<file path="src/rtl/dram_burst_rd_ctrl.sv">
// I-cache line-fill burst reader: one request becomes BLOCK_SIZE word reads on the
// memory port, and the words are returned in ascending order, one per dram_val pulse.
module dram_burst_rd_ctrl #(
  parameter int BLOCK_SIZE = 8,
  parameter int ADDR_W     = 32
) (
  input  logic              clock,
  input  logic              rst_n,
  input  logic              dram_rd_req,
  input  logic [ADDR_W-1:0] dram_rd_addr,
  output logic              dram_val,
  output logic [31:0]       dram_rd_data,
  output logic              busy,
  output logic              mem_rd_en,
  output logic [ADDR_W-1:0] mem_addr,
  input  logic              mem_ready,
  input  logic              mem_rvalid,
  input  logic [31:0]       mem_rdata
);

  localparam int CNT_W = $clog2(BLOCK_SIZE) + 1;
  localparam logic [CNT_W-1:0] FULL     = CNT_W'(BLOCK_SIZE);
  localparam logic [CNT_W-1:0] LAST_IDX = CNT_W'(BLOCK_SIZE - 1);

  typedef enum logic [1:0] {IDLE, ISSUE, DRAIN, HOLD} state_t;

  state_t           state;
  logic [CNT_W-1:0] issue_cnt;
  logic [CNT_W-1:0] ret_cnt;
  logic             req_armed;

  logic issue_fire;
  logic ret_fire;
  logic last_issue;
  logic last_ret;

  // Returns are only taken while a burst is in flight and still short of a full line.
  always_comb begin
    issue_fire = (state == ISSUE) && mem_rd_en && mem_ready;
    ret_fire   = ((state == ISSUE) || (state == DRAIN)) && mem_rvalid && (ret_cnt < FULL);
    last_issue = issue_fire && (issue_cnt == LAST_IDX);
    last_ret   = ret_fire && (ret_cnt == LAST_IDX);
  end

  always_ff @(posedge clock or negedge rst_n) begin
    if (!rst_n) begin
      state        <= IDLE;
      issue_cnt    <= '0;
      ret_cnt      <= '0;
      req_armed    <= 1'b1;
      dram_val     <= 1'b0;
      dram_rd_data <= '0;
      busy         <= 1'b0;
      mem_rd_en    <= 1'b0;
      mem_addr     <= '0;
    end else begin
      dram_val <= ret_fire;
      if (ret_fire) begin
        dram_rd_data <= mem_rdata;
        ret_cnt      <= ret_cnt + CNT_W'(1);
      end
      // A low request re-arms; a request held high across HOLD cannot retrigger.
      if (!dram_rd_req) begin
        req_armed <= 1'b1;
      end

      case (state)
        IDLE: begin
          if (dram_rd_req && req_armed) begin
            state     <= ISSUE;
            req_armed <= 1'b0;
            busy      <= 1'b1;
            issue_cnt <= '0;
            ret_cnt   <= '0;
            mem_rd_en <= 1'b1;
            mem_addr  <= dram_rd_addr;
          end
        end
        ISSUE: begin
          if (issue_fire) begin
            issue_cnt <= issue_cnt + CNT_W'(1);
            if (last_issue) begin
              mem_rd_en <= 1'b0;
              state     <= ((ret_cnt + CNT_W'(ret_fire)) == FULL) ? HOLD : DRAIN;
            end else begin
              mem_addr <= mem_addr + ADDR_W'(1);
            end
          end
        end
        DRAIN: begin
          if (last_ret) begin
            state <= HOLD;
          end
        end
        HOLD: begin
          if (!dram_rd_req) begin
            state <= IDLE;
            busy  <= 1'b0;
          end
        end
        default: state <= IDLE;
      endcase
    end
  end

endmodule

</file>
<file path="config.mk">
export PLATFORM = sky130hd
export DESIGN_NAME = dram_burst_rd_ctrl
export DESIGN_NICKNAME = d
export VERILOG_FILES = /design/src/rtl/dram_burst_rd_ctrl.sv
export SDC_FILE = /design/constraint.sdc
export NUM_CORES = 1
export LEC_CHECK = 0
export ABC_AREA = 1
export BUFFER_PORTS_ARGS = -buffer_cell sky130_fd_sc_hd__buf_2
export CAP_MARGIN = 20
export CORE_UTILIZATION = 40
export DETAILED_ROUTE_END_ITERATION = 10
export HOLD_SLACK_MARGIN = 0.1
export PLACE_DENSITY = 0.64
export SYNTH_ARGS = -nofsm -noshare
export SYNTH_HDL_FRONTEND = slang
export SYNTH_SLANG_ARGS = --single-unit
</file>
<file path="constraint.sdc">
create_clock -name clock -period 2.5 [get_ports clock]
set_input_delay 0.75 -clock clock [delete_from_list [all_inputs] [get_ports clock]]
set_output_delay 0.75 -clock clock [all_outputs]
set_load 0.02 [all_outputs]
</file>
==> reports/results.tsv, run 1 <==
stage	metric	value	unit
run_status	status	complete, no violations	
timing	worst rel slew slack	65.6	%
pwr	Static Leak	0.00331	uW
pwr	Max rail drop VDD	235	uV
clock_network	H-tree levels	3	
clock_network	Reg clk slew, reported paths	0.06	ns
timing	f_max	473	MHz
job	max-cap violation count	0	
finish	layout cell share with drive strength beyond 1	21.3	%
floorplanning	die height	108	microns
finish	most frequent cells in the layout	301 x nand2_1, 134 x buf_2, 90 x nor2_1, 77 x dfrtp_1, 62 x inv_1	
setup_path	Worst setup SP type	register	
clock_network	CTS root buffer	clkbuf_16	
placement	buffers added on ports	135	
yosys	asr flop ratio synth	100	%
setup_path	Critical Path RT	2.72	ns
yosys	syn_nets	754	
setup_path	CP endpoint kind	register	
hold_path	worst min path class	in2async	
yosys	Cell variety after synth	33	
global_routing	pin count of the biggest net entering global routing	50	
timing	Tcrit/Tclk final	84.5	%
finish	antenna cell count	0	
floorplanning	initial core utilization	41.4	%
routing	Residual DRC	0	
clock_network	CTS Sinks	78	
routing	antenna viol nets, final	0	
timing	Fin. Hold Viols	0	
routing	routed len/inst	12.8	microns
floorplanning	Cell Rows	38	
global_routing	total global-route track usage	21.9	%
setup_path	reg2reg end	mem_addr[16]	
global_routing	global-route wire length before repair	20100	microns
clock_network	Inserted Clock Buffers	9	
yosys	Syn Area/Cell	6.69	sq um
setup_path	Crit Path Max Fanout	29	
yosys	cell count after synthesis	676	
timing	Worst Max-Slew Pin Slew	0.514	ns
clock_network	CTS tree	done	
yosys	flops & latches, synth	78	
global_routing	initial antenna violation count	0	
placement	GP Congestion	0.902	
timing	post-route setup slack	0.387	ns
timing	clock period minus worst slack	2.11	ns
global_routing	number of global-route vias before repair	4482	
setup_path	Critical Path Start	state[1]	
finish	area grow syn2layout	26.0	%
setup_path	R2R cell count	11	
floorplanning	Die W	108	microns
timing	unrepaired setup endpoints after global routing	false	
setup_path	FF-to-FF setup slack	0.39	ns
timing	Slew Viols, Final	0	
floorplanning	# IOs	136	
setup_path	critical path class	reg2reg	
routing	Via-to-Cell Ratio	4.88	
clock_network	Clk Latency, worst-skew pair	0.33	ns
timing	Setup Skew	0.00588	ns
global_routing	total grt overflow	0	
clock_network	Max Buffers Root-to-Sink	2	
clock_network	Post-CTS Setup Inserts	0	
routing	drt first pass iters	5	
yosys	Top FF cell, synth	dfrtp_1	
setup_path	critical path arrival	2.34	ns
routing	routed wire length	12300	microns
yosys	Synth Warn #	0	
yosys	EDFF count, synth	0	
yosys	Mapped Area	0.00452	sq mm
floorplanning	die area	0.0117	sq mm
floorplanning	core area	0.0109	sq mm
yosys	Seq/Total Area, Yosys	43.2	%
timing	post-route setup TNS	0	ns
placement	HPWL after detailed placement	9280	microns
setup_path	Critical R2R Launch	state[1]	
routing	DR vias	4666	
routing	initial drt markers	260	
timing	Final setup viols	0	
pwr	PD cells	487	mW/mm^2
finish	most common cell after layout, fill and taps aside	nand2_1	
finish	final net count	890	
placement	post-place setup slack	0.311	ns
[cells in the mapped netlist (all sizes together) (2+ instances only)]
| master | n | area, sq um |
|---|---|---|
| xor2 | 6 | 52.6 |
| o21ai | 27 | 143 |
| nand3 | 40 | 205 |
| inv | 64 | 240 |
| nand3b | 3 | 22.5 |
| buf | 10 | 56.3 |
| ha | 9 | 113 |
| a31oi | 2 | 12.5 |
| o211ai | 3 | 22.5 |
| or2 | 4 | 25.0 |
| a21oi | 7 | 35.0 |
| a21boi | 2 | 15.0 |
| nand4 | 3 | 18.8 |
| nand2 | 301 | 1130 |
| nor2 | 93 | 357 |
| clkbuf | 10 | 37.5 |
| nor3 | 8 | 40.0 |
| dfrtp | 77 | 1930 |
[report_power, final]
part	total [uW]	switching, uW	leakage (uW)	internal (uW)
Combinational	86.6	43.9	0.00217	42.7
Sequential	1260	0.263	0.000988	1260
Clock	1420	526	0.000151	898
Total	2770	570	0.00331	2200
[final cells by class]
type                            instances  area (sq um)
Fill cell                            1103          5240
Multi-Input combinational cell        514          2240
Sequential cell                        78          1950
Timing Repair Buffer                  145           766
Inverter                               64           240
Clock buffer                           10           239
Tap cell                              140           175
Clock inverter                          5          83.8
[metal layers]
| metal | GRT usage [%] | up-vias | share of wire [%] |
|---|---|---|---|
| li1 | - | 2352 | - |
| met3 | 3.50 | 21 | 6.5 |
| met5 | 0 | - | 0 |
| met2 | 37.5 | 164 | 46 |
| met1 | 27.3 | 2129 | 45 |
| met4 | 9.36 | 0 | 2.4 |
[state kept, by name (all words and copies together), names as in the netlist, 2 cells and up]
| signal | count |
|---|---|
| dram_rd_data | 32 |
| issue_cnt | 4 |
| mem_addr | 32 |
| ret_cnt | 4 |
| state | 2 |
[worst max-delay path, cell delays in order, from the launching register on]
cell	delay (ns)
dfrtp_1	0.41
inv_1	0.11
ha_2	0.33
nand3_2	0.13
inv_2	0.08
nand2_1	0.09
o21ai_2	0.16
nor2_4	0.11
inv_2	0.36
nor2_1	0.09
nand2_1	0.08
nand2_1	0.05
[metrics by stage]
stage | hold slack (ns) | cell area (sq um) | utilization (%) | std cells | total power (uW)
finish | 0.340 | 5700 | 52.1 | 956 | 2770
CTS | 0.349 | 5700 | 52.1 | 956 | 2810
global route | 0.369 | 5700 | 52.1 | 956 | 2850
global placement | 0.450 | 5370 | 49.1 | 941 | 1380
floorplan | 0.454 | 4520 | - | 676 | 1290
detailed placement | 0.454 | 5370 | 49.1 | 941 | 1380
[logic make-up after synthesis]
family	after synthesis	synth area share, %
adders and majority gates	9	2.49
and+or+nand+nor	454	40.1
DFF	78	43.2
xor gates and xnor gates	7	1.36
buffers and inverters	84	7.39
AOI/OAI and AO/OA	44	5.53
[worst max path at each step]
stage                   end  slack, ns  cells after the start
6_report       mem_addr[16]       0.39                     11
3_5_place_dp   mem_addr[24]       0.31                      9
3_3_place_gp   mem_addr[25]       0.38                      9
4_1_cts        mem_addr[24]       0.33                     10
5_1_grt        mem_addr[10]       0.05                     11
2_1_floorplan      state[0]       0.15                     11
[timing repair]
item                       4_1_cts  5_1_grt
setup endpoints to repair        0        1
resized for setup                0        1
hold buffers                     0        0
No activity file was read; power rests on OpenSTA's default activity.
==> run 2: changes to the inputs <==
==> constraint.sdc (replaced) <==
create_clock -name clock -period 1.9 [get_ports clock]
set_input_delay 0.57 -clock clock [delete_from_list [all_inputs] [get_ports clock]]
set_output_delay 0.57 -clock clock [all_outputs]
set_load 0.02 [all_outputs]
==> run 2 against run 1 <==
  * Total power increased by 32%
  * Maximum frequency increased by 16%
  * Routed wire length decreased by 2.1%
  * Clock skew increased by 0.0026 ns
  * Via count increased by 0.26%
  * Flip-flop and latch count unchanged
  * Final area increased by 4.7%
  * Largest power group unchanged
==> reports/results.tsv, run 2 (same netlist as run 1, synthesis figures left out) <==
stage	metric	value	unit	change
routing	antenna viol nets, final	0		unchanged
global_routing	initial antenna violation count	0		unchanged
pwr	Static Leak	0.00341	uW	+3.2%
placement	HPWL after detailed placement	8870	microns	-4.4%
finish	Non-Filler Instances	974		+1.9%
floorplanning	die height	108	microns	unchanged
clock_network	H-tree levels	3		unchanged
timing	worst rel slew slack	75.4	%	+9.8 points
setup_path	reg2reg end	state[0]		
finish	FILL cells	1114		+1.0%
timing	unrepaired setup endpoints after global routing	true		
routing	Via-to-Cell Ratio	4.80		-1.6%
clock_network	CTS Sinks	78		unchanged
routing	DR vias	4678		+0.26%
timing	Final setup viols	0		unchanged
global_routing	number of global-route vias before repair	4348		-3.0%
clock_network	Inserted Clock Buffers	9		unchanged
floorplanning	core area	0.0109	sq mm	unchanged
routing	initial drt markers	241		-7.3%
global_routing	global-route wire length before repair	20100	microns	-0.14%
clock_network	Max Buffers Root-to-Sink	2		unchanged
placement	GP Congestion	0.855		-5.2%
setup_path	Crit Path Max Fanout	3		-90%
finish	area grow syn2layout	32.0	%	
finish	final net count	907		+1.9%
finish	Top Registers	dram_rd_data x32, mem_addr x32		
setup_path	Critical Path RT	2.17	ns	-0.55 ns
setup_path	Critical R2R Launch	state[0]		
global_routing	pin count of the biggest net entering global routing	38		-24%
timing	post-route setup slack	0.0723	ns	-0.314 ns
run_status	status	complete, no violations		
clock_network	Clk Latency, worst-skew pair	0.34	ns	about the same
setup_path	R2R cell count	12		+1
setup_path	FF-to-FF setup slack	0.07	ns	-0.31 ns
finish	most common cell after layout, fill and taps aside	nand2_1		
pwr	PD cells	614	mW/mm^2	+26%
setup_path	Worst setup SP type	register		
setup_path	critical path class	reg2reg		
clock_network	Reg clk slew, reported paths	0.06	ns	about the same
placement	post-place setup slack	-0.0297	ns	-0.341 ns
routing	routed len/inst	12.3	microns	-4.0%
global_routing	total grt overflow	0		unchanged
floorplanning	# IOs	136		unchanged
timing	f_max	547	MHz	+16%
floorplanning	initial core utilization	41.4	%	unchanged
global_routing	total global-route track usage	21.7	%	-0.17 points
routing	routed wire length	12000	microns	-2.1%
finish	layout cell share with drive strength beyond 1	24.1	%	+2.8 points
timing	Setup Skew	0.00846	ns	+0.00259 ns
timing	Slew Viols, Final	0		unchanged
routing	drt first pass iters	4		-1
floorplanning	Die W	108	microns	unchanged
clock_network	CTS tree	done		
setup_path	CP endpoint kind	register		
finish	antenna cell count	0		unchanged
timing	Tcrit/Tclk final	96.2	%	+12 points
timing	Fin. Hold Viols	0		unchanged
finish	most frequent cells in the layout	300 x nand2_1, 135 x buf_2, 89 x nor2_1, 77 x dfrtp_1, 60 x inv_1		
job	max-cap violation count	0		unchanged
setup_path	critical path arrival	2.10	ns	-0.24 ns
routing	Residual DRC	0		unchanged
setup_path	worst setup path endpoint	state[0]		
setup_path	Critical Path Start	state[0]		
floorplanning	Cell Rows	38		unchanged
placement	buffers added on ports	135		unchanged
timing	clock period minus worst slack	1.83	ns	-0.286 ns
pwr	Max rail drop VDD	488	uV	+110%
finish	area of the multi-input gates	0.00232	sq mm	+3.3%
floorplanning	die area	0.0117	sq mm	unchanged
finish	FF/Latch Area	0.00195	sq mm	unchanged
hold_path	worst min path class	in2async		
placement	placed cells	948		+0.74%
clock_network	cts hold-fix bufs	0		unchanged
timing	Worst Max-Slew Pin Slew	0.370	ns	-0.145 ns
clock_network	CTS root buffer	clkbuf_16		
[run 2: changes by cell type in the layout (fill, tap and decap cells not counted), sizes merged]
cell    delta
clkinv     +1
buf       +16
clkbuf     +1
[run 2: layout make-up]
type	count	area share, %
timing repair buffer	162	16.0
clock inverter	6	1.43
sequential	78	32.7
multi-input combinational	514	38.8
tap	140	2.94
clock buffer	10	4.00
inverter	64	4.11
[run 2: where the power goes]
group	total [uW]	leakage (uW)	internal, uW	switching, uW
clock	1880	0.000154	1180	697
sequential	1660	0.000988	1660	0.396
combinational	119	0.00227	59.8	59.7
total	3660	0.00341	2900	757
[run 2: worst min path at each step]
stage	start	to	slack, ns	depth (start not counted)
6_report	rst_n	mem_addr[3]	0.15	1
5_1_grt	rst_n	mem_addr[1]	0.15	1
4_1_cts	rst_n	mem_addr[3]	0.15	1
3_5_place_dp	dram_rd_data[8]	dram_rd_data[8]	0.46	2
3_3_place_gp	dram_rd_data[12]	dram_rd_data[12]	0.45	2
2_1_floorplan	rst_n	busy	0.27	0
[run 2: routing by layer]
layer / up-vias / routed length [microns] / global-route usage (%)
met5: - / 0 / 0
met4: 0 / 163 / 4.73
met3: 13 / 748 / 5.85
met2: 138 / 5670 / 36.4
met1: 2136 / 5440 / 28.0
li1: 2391 / - / -
[run 2: what timing repair did]
item	CTS	global route
endpoints found under the setup margin	1	32
setup buffers	2	6
cloned	0	2
pin swaps	0	5
resized for setup	0	14
[run 2: metrics by stage]
step | area, sq um | utilization, % | power [uW] | TNS [ns] | hold WS [ns]
after global placement | 5490 | 50.2 | 1810 | 0 | 0.450
after detailed placement | 5490 | 50.2 | 1820 | -0.0297 | 0.457
after CTS | 5830 | 53.3 | 3710 | 0 | 0.150
after floorplan | 4590 | - | 1700 | -0.138 | 0.274
after global routing | 5970 | 54.6 | 3810 | -0.0807 | 0.154
final | 5970 | 54.6 | 3660 | 0 | 0.149
[run 2: critical path, cell delays in order, from the launching register on]
cell      delay [ns]
dfrtp_1         0.39
inv_2           0.07
ha_4            0.27
nand2_4         0.05
nor2_4          0.11
ha_4            0.16
ha_4            0.19
nor3_2          0.14
nand2_1         0.06
nand3b_1        0.15
nand3_1         0.07
nand2_1         0.05
nand2_1         0.06
